--- config.mk ---
export PLATFORM = sky130hd
export DESIGN_NAME = reg_file_flat
export DESIGN_NICKNAME = d
export VERILOG_FILES = /design/src/rtl/reg_file_pkg.sv /design/src/rtl/reg_file_if.sv /design/src/rtl/reg_read_port.sv /design/src/rtl/reg_file.sv /design/src/flat_wrapper.sv
export SDC_FILE = /design/constraint.sdc
export NUM_CORES = 2
export LEC_CHECK = 0
export BUFFER_PORTS_ARGS = -buffer_cell sky130_fd_sc_hd__buf_2
export CAP_MARGIN = 20
export CORE_ASPECT_RATIO = 0.75
export CORE_UTILIZATION = 65
export DETAILED_ROUTE_END_ITERATION = 7
export PLACE_DENSITY_LB_ADDON = 0.08
export RECOVER_POWER = 100
export SLEW_MARGIN = 30
export SYNTH_ARGS = -nofsm -noshare
export SYNTH_HDL_FRONTEND = slang
export SYNTH_HIERARCHICAL = 1
export SYNTH_SLANG_ARGS = --single-unit
--- constraint.sdc ---
create_clock -name clk -period 3.5 [get_ports clk]
set_input_delay 0.35 -clock clk [delete_from_list [all_inputs] [get_ports clk]]
set_output_delay 0.35 -clock clk [all_outputs]
set_load 0.005 [all_outputs]
--- src/rtl/reg_file_pkg.sv ---
// Shared pipeline package: register-file geometry and the operand/address types that
// the ID/EX, EX/MEM and MEM/WB stages reuse.
package reg_file_pkg;

    localparam int unsigned XLEN       = 32;
    localparam int unsigned NREG       = 32;
    localparam int unsigned REG_ADDR_W = 5;

    typedef logic [REG_ADDR_W-1:0] reg_addr_t;
    typedef logic [XLEN-1:0]       xlen_t;

    // x0 is hardwired to zero; writes to it are dropped and reads return 0.
    localparam reg_addr_t ZERO_REG = 5'd0;

endpackage

--- src/rtl/reg_file_if.sv ---
// Write-back and operand-read bundle between the pipeline (master) and the register
// file (slave).
interface reg_file_if;
    import reg_file_pkg::*;

    logic      reg_write_i;
    reg_addr_t reg_write_data_addr_i;
    xlen_t     reg_write_data_i;
    reg_addr_t rs1_addr_i;
    reg_addr_t rs2_addr_i;
    xlen_t     rs1_data_o;
    xlen_t     rs2_data_o;

    modport master (
        output reg_write_i,
        output reg_write_data_addr_i,
        output reg_write_data_i,
        output rs1_addr_i,
        output rs2_addr_i,
        input  rs1_data_o,
        input  rs2_data_o
    );

    modport slave (
        input  reg_write_i,
        input  reg_write_data_addr_i,
        input  reg_write_data_i,
        input  rs1_addr_i,
        input  rs2_addr_i,
        output rs1_data_o,
        output rs2_data_o
    );

endinterface

--- src/rtl/reg_read_port.sv ---
// One combinational register read port: x0 returns zero, an in-flight write-back to the
// same index is bypassed, otherwise the stored value is returned.
module reg_read_port
    import reg_file_pkg::*;
(
    input  logic      i_rst,
    input  logic      i_wr_en,
    input  reg_addr_t i_wr_addr,
    input  xlen_t     i_wr_data,
    input  reg_addr_t i_rd_addr,
    input  xlen_t     i_stored,
    output xlen_t     o_rd_data
);

    // Priority: zero register, then bypass (suppressed while reset discards the write),
    // then the array.
    always_comb begin
        o_rd_data = i_stored;
        if (i_rd_addr == ZERO_REG) begin
            o_rd_data = '0;
        end else if (!i_rst && i_wr_en && (i_wr_addr == i_rd_addr)) begin
            o_rd_data = i_wr_data;
        end
    end

endmodule

--- src/rtl/reg_file.sv ---
// 32 x XLEN integer register file: one write-back per clock, two combinational read
// ports with same-cycle write-to-read bypass. x0 has no storage.
module reg_file
    import reg_file_pkg::*;
(
    input  logic       clk,
    input  logic       rst,
    reg_file_if.slave  rf
);

    xlen_t r_regs [1:NREG-1];
    xlen_t w_rs1_stored;
    xlen_t w_rs2_stored;

    // Commit the write-back; reset clears every register and wins over a same-cycle write.
    always_ff @(posedge clk) begin
        if (rst) begin
            for (int i = 1; i < int'(NREG); i++) begin
                r_regs[i] <= '0;
            end
        end else if (rf.reg_write_i && (rf.reg_write_data_addr_i != ZERO_REG)) begin
            r_regs[rf.reg_write_data_addr_i] <= rf.reg_write_data_i;
        end
    end

    // Array lookups; index 0 has no storage so it is steered away from the array.
    always_comb begin
        w_rs1_stored = '0;
        w_rs2_stored = '0;
        if (rf.rs1_addr_i != ZERO_REG) begin
            w_rs1_stored = r_regs[rf.rs1_addr_i];
        end
        if (rf.rs2_addr_i != ZERO_REG) begin
            w_rs2_stored = r_regs[rf.rs2_addr_i];
        end
    end

    reg_read_port u_rs1_port (
        .i_rst     (rst),
        .i_wr_en   (rf.reg_write_i),
        .i_wr_addr (rf.reg_write_data_addr_i),
        .i_wr_data (rf.reg_write_data_i),
        .i_rd_addr (rf.rs1_addr_i),
        .i_stored  (w_rs1_stored),
        .o_rd_data (rf.rs1_data_o)
    );

    reg_read_port u_rs2_port (
        .i_rst     (rst),
        .i_wr_en   (rf.reg_write_i),
        .i_wr_addr (rf.reg_write_data_addr_i),
        .i_wr_data (rf.reg_write_data_i),
        .i_rd_addr (rf.rs2_addr_i),
        .i_stored  (w_rs2_stored),
        .o_rd_data (rf.rs2_data_o)
    );

endmodule

--- src/flat_wrapper.sv ---
// flat-port wrapper written by rule: the top's interface ports become plain ports
module reg_file_flat import reg_file_pkg::*;
  (clk, rst, rf_reg_write_i, rf_reg_write_data_addr_i, rf_reg_write_data_i, rf_rs1_addr_i, rf_rs2_addr_i, rf_rs1_data_o, rf_rs2_data_o);
  reg_file_if rf_i ();
  input  logic clk;
  input  logic rst;
  input wire logic [$bits(rf_i.reg_write_i)-1:0] rf_reg_write_i;
  input wire logic [$bits(rf_i.reg_write_data_addr_i)-1:0] rf_reg_write_data_addr_i;
  input wire logic [$bits(rf_i.reg_write_data_i)-1:0] rf_reg_write_data_i;
  input wire logic [$bits(rf_i.rs1_addr_i)-1:0] rf_rs1_addr_i;
  input wire logic [$bits(rf_i.rs2_addr_i)-1:0] rf_rs2_addr_i;
  output wire logic [$bits(rf_i.rs1_data_o)-1:0] rf_rs1_data_o;
  output wire logic [$bits(rf_i.rs2_data_o)-1:0] rf_rs2_data_o;
  assign rf_i.reg_write_i = rf_reg_write_i;
  assign rf_i.reg_write_data_addr_i = rf_reg_write_data_addr_i;
  assign rf_i.reg_write_data_i = rf_reg_write_data_i;
  assign rf_i.rs1_addr_i = rf_rs1_addr_i;
  assign rf_i.rs2_addr_i = rf_rs2_addr_i;
  assign rf_rs1_data_o = rf_i.rs1_data_o;
  assign rf_rs2_data_o = rf_i.rs2_data_o;
  reg_file u_core (.clk(clk), .rst(rst), .rf(rf_i));
endmodule
After elaboration in Yosys (flattened, before gate mapping)
Memories as Yosys holds them, arrays and structs flattened.
Index checks and enable logic that the tools add are counted.

word-level totals
  word-level logic and storage cells = 28
  flip-flop bits (word level) = 0
  bits in writable memories = 992
  output and inout bits = 64
  memories kept = 1

operators by class
  eq/ne operators = 2
  mux-type cells = 14
  reductions and logical operators = 11

memories
  memory         depth  bits a word  rd ports  clocked after Yosys merged registers in  wr ports  line            RTL
  u_core.r_regs  31     32           2         0                                        31        reg_file.sv:11  xlen_t r_regs [1:NREG-1];

operators with widths
  cell                 number
  32-bit two-way mux   7
  32-bit OR reduction  1
  5-bit nonzero test   3
  5-bit == test        2
  5-bit zero test      2
  1-bit two-way mux    6
  5-bit two-way mux    1
  1-bit logical AND    4
  1-bit zero test      1

Logic depth before layout (Yosys ltp)
  word-level depth = 7
  mapped depth = 11
  depth with buffers taken out = 6

Hierarchy
Netlist, hierarchy kept.

by module, submodules not included
  module         times used  area each (um2)  cells an instance  sequential area each (um2)
  reg_file       1           54225.8          3500               30749.5
  reg_read_port  2           690.7            118                0.0

Least setup slack after synthesis
Ideal clock, no wire load.

  kind = input to output
  from = in rf_rs2_addr_i[2]
  to = out rf_rs2_data_o[10]
  required time = 3.150 ns
  path buffers = 3
  arrival = 2.095 ns
  stages = 9
  path slack = 1.055 ns
  cells stage by stage = buf_2 -> buf_2 -> buf_1 -> mux4_2 -> mux4_2 -> o22ai_1 -> nor3_1 -> nand2_1 -> mux2i_1

between the ends
  word-level cells in the longest chain between the ends = 4
  elaborated cells on any way between the ends = 8
  those cells by class = 1 x eq/ne; 3 x mux; 3 x reduce/logical; 1 x memory

ends and longest elaborated chain
  element                                                   line                 RTL
  start, declared                                           flat_wrapper.sv:11   input wire logic [$bits(rf_i.rs2_addr_i)-1:0] rf_rs2_addr_i;
  memory 31 x 32 bit or 5-bit nonzero test (tied branches)  n/a
  32-bit two-way mux *                                      reg_file.sv:33       if (rf.rs2_addr_i != ZERO_REG) begin
  via u_core.w_rs2_stored[10]                               reg_file.sv:13       xlen_t w_rs2_stored;
  32-bit two-way mux *                                      reg_read_port.sv:21  end else if (!i_rst && i_wr_en && (i_wr_addr == i_rd_addr)) begin
  32-bit two-way mux *                                      reg_read_port.sv:19  if (i_rd_addr == ZERO_REG) begin
  end, declared                                             flat_wrapper.sv:13   output wire logic [$bits(rf_i.rs2_data_o)-1:0] rf_rs2_data_o;

Mark *: on every way through the listed nets, which the timed path passes. The rest lies on a longest branch.

Worst setup path in the final report
  from = in rf_rs1_addr_i[1]
  to = out rf_rs1_data_o[19]

between the ends
  word-level cells in the longest chain between the ends = 4
  elaborated cells on any way between the ends = 8
  those cells by class = 1 x eq/ne; 3 x mux; 3 x reduce/logical; 1 x memory

ends and longest elaborated chain
  element                                                  line                                 RTL
  start, declared                                          flat_wrapper.sv:10                   input wire logic [$bits(rf_i.rs1_addr_i)-1:0] rf_rs1_addr_i;
  memory 31 x 32 bit, or another cell as far along         n/a
  32-bit two-way mux or 1-bit logical AND (tied branches)  reg_file.sv:30, reg_read_port.sv:21
  32-bit two-way mux                                       reg_read_port.sv:21
  32-bit two-way mux *                                     reg_read_port.sv:19
  end, declared                                            flat_wrapper.sv:12                   output wire logic [$bits(rf_i.rs1_data_o)-1:0] rf_rs1_data_o;

Mark *: on every way between the ends. The rest lies on a longest branch, timed or not.

==> metrics.cfg <==
[yosys]
yosysSeqAreaShare_pct=55.30
syn_avg_cell_area_um2=14.88
muxShareOfSynthArea_pct=23.58
synth_warnings=6
synth_ff_type=edfxtp_1
yosys.area_share.simple_pct=13.99
synth-xor-area-share_pct=0.06300
synth_area_um2=55610
async_reset_ff_share_pct=0
ys_types=47
synth_largest_area_cell=edfxtp_1
ys_ff_latch=1024
yosys-top-cells-area=edfxtp_1, mux4_2, and2_1, mux2i_1, clkbuf_1
synth_edf_count=1024
syn-instance-count=3736
synth_compound_area_share_pct=3.638
synthAdderAreaFrac_pct=0
synth_top_area_share_pct=55.30
synth_top_family_by_area=multiplexers

[power_and_ir_drop]
powerDensity_nw_per_um2=476.6
p_leak_nw=21.36
switching_power_mw=7.164
ir_drop_uv=563.6
p_comb_share_pct=12.9
intPower_mw=21.89
p_seq_share_pct=50.2
power.total_mw=29.05
power.share.clock_pct=36.8
p_sw_share_pct=24.66

[grt]
track_usage_pct=41.48
grt_util_met2_pct=61.89
grt_pass1_vias=37540
grt_max_degree=66
use_met1_pct=56.27
grt_most_used_layer=met2
antenna_found_initial=4
grt_overflow_total=0
gr-usage-met3_pct=11.40
grt_pass1_wl_um=256200

[layout]
final_area_um2=60960
layout_commonest_cell=edfxtp_1
area_delta_synth_final_pct=9.624
fin_cells=5039
largest_register_ffs=1024
most-common-layout-cells=edfxtp_1, and2_1, mux4_2, and2_0, mux2i_1
largest-register=u_core/r_regs
layout-drive-gt1-share_pct=23.53
fin_nets=3884
largestRegisters=u_core/r_regs x1024

[clocking]
cts_setup_buffers=0
root_buffer=clkbuf_16
cts_sinks=1024
cts_max_path_buffers=3
cts_tree=yes
holdBufCountCts=0
clkTransAtPathRegs_ns=0.06
cts_max_level=3
cts_buffers=99

[route]
firstDrtPassIters=8
antenna_left=0
dr_total_vias=37220
drcViolationCount=0
vias_per_cell=7.386
drt_iter0_markers=5790
wl_per_cell_um=35.53
routed_wl_um=179100

[run_status]
violations=capacitance limit, slew limit, setup timing
outcome=finished, violations left

[setup_path]
startpoint=rf_rs1_addr_i[1]
critPathLaunchType=input pin
max_stage_delay_ns=0.69
worst_setup_path_end_kind=primary output
path_class=in -> out
worstPathRequired_ns=3.15
cp_common_cell=buf_4
cp_max_fo=31
critPathCapture=rf_rs1_data_o[19]
crit_arrival_ns=3.17
critical_path.cell_chain=buf_4, clkbuf_4, inv_1, a222oi_1, nand4_1, buf_4, mux2i_1, clkbuf_2
cp_slowest_cell=mux2i_1

[timing]
fin_ws_ns=-0.02113
fmax_mhz=284.0
rsz0062_at_grt=no
min_period_ns=3.521
fin_crit_sh_pct=100.6
hold_viol=0
drv_slew=1005
slew_headroom_pct=-70.90
hold_ws_ns=0.1302
worst_pin_slew_ns=2.563
setup_viol=1

[placement]
placed_cells=4861
place_congestion=0.9280
io_buffers=113
hpwl_um=110600
dp_slack_ns=0.02044
dpl_cell_area_um2=58370

[die]
start_util_pct=65.90
num_rows=92
dieArea_um2=86730
io-pin-count=114
die_w_um=339.7
core-area_um2=84380
die_h_um=255.3

[min_path]
hold_class=in -> reg

[flow_run]
drv_cap=43

synth_stat cells (2+ instances only):
cell	n
a2111oi_0	14
a2111oi_1	41
a211oi_1	7
a21oi_1	12
a221o_1	2
a221oi_1	4
a222oi_1	2
a22o_1	51
a22oi_1	16
a32o_1	4
and2_1	995
and3_1	3
buf_1	13
buf_2	51
buf_4	43
buf_6	19
clkbuf_1	276
edfxtp_1	1024
inv_1	8
mux2_2	30
mux2i_1	214
mux4_2	472
nand2_1	138
nand2b_1	10
nand3_1	5
nand3b_1	5
nand4_1	2
nor2_1	36
nor2b_1	16
nor3_1	54
nor4_1	8
nor4b_1	2
o2111a_1	2
o21ai_1	4
o22ai_1	103
or2_1	2
or2_2	31
or3_1	2
or3b_2	4
xnor2_1	4
power groups by stage:
| stage | clock, mW | sequential, mW | combinational, mW |
|---|---|---|---|
| finish | 10.7 | 14.6 | 3.76 |
| global route | 11.2 | 14.6 | 3.86 |
| CTS | 10.7 | 14.5 | 3.73 |
| detailed placement | 0 | 14.8 | 3.71 |
| global placement | 0 | 14.7 | 3.64 |
| floorplan | 0 | 14.6 | 2.32 |
through the flow:
step / util, % / setup TNS, ns
finish: 72.25 / -0.02113
global route: 72.24 / 0
CTS: 72.95 / 0
detailed placement: 69.18 / 0
global placement: 69.18 / 0
floorplan: - / 0
cell type report:
class / count / area [um2]
clock inverters: 51 / 474.2
diodes: 1 / 2.502
flip-flops and latches: 1024 / 30750
fillers: 5386 / 23420
well taps: 1128 / 1411
inverters: 8 / 30.03
multi-input cells: 2333 / 23150
repair buffers: 368 / 2431
clock buffers: 126 / 2706
critical path, delay by kind of cell:
kind / cells / cell delay, ns
AO/OA/AOI/OAI: 1 / 0.34
buffers and inverters: 5 / 1.57
multiplexers: 1 / 0.69
AND/OR/NAND/NOR: 1 / 0.17
logic make-up (layout without fill, tap and decap cells):
kind of cell,Yosys count,after routing
AO/OA/AOI/OAI,263,263
XOR/XNOR,4,4
buffers and inverters,410,553
flip-flops,1024,1024
multiplexers,716,716
other,1,33
AND/OR/NAND/NOR,1318,1318
per-layer routing:
layer | vias up | share of wire (%)
met4 | 2 | 6.5
li1 | 14520 | -
met1 | 18690 | 34
met3 | 666 | 14
met2 | 3335 | 45
met5 | - | 0.0045
worst min path at each step:
stage | from | end | slack [ns] | cells past startpoint
after floorplan | rf_reg_write_data_i[0] | u_core/r_regs[0][0] | 0.45 | 0
after global placement | rf_reg_write_data_i[30] | u_core/r_regs[0][30] | 0.80 | 1
after detailed placement | rf_reg_write_data_i[30] | u_core/r_regs[0][30] | 0.80 | 1
after CTS | rf_reg_write_data_i[30] | u_core/r_regs[0][30] | 0.09 | 1
after global routing | rf_reg_write_data_i[31] | u_core/r_regs[12][31] | 0.12 | 2
final | rf_reg_write_data_i[31] | u_core/r_regs[12][31] | 0.13 | 2
timing repair:
action                                  in CTS  in global routing
hold endpoints to repair                     0                  0
gates resized for setup                      1                  7
endpoints found under the setup margin       1                  5
Note: power is estimated with default switching activity, not from simulation.
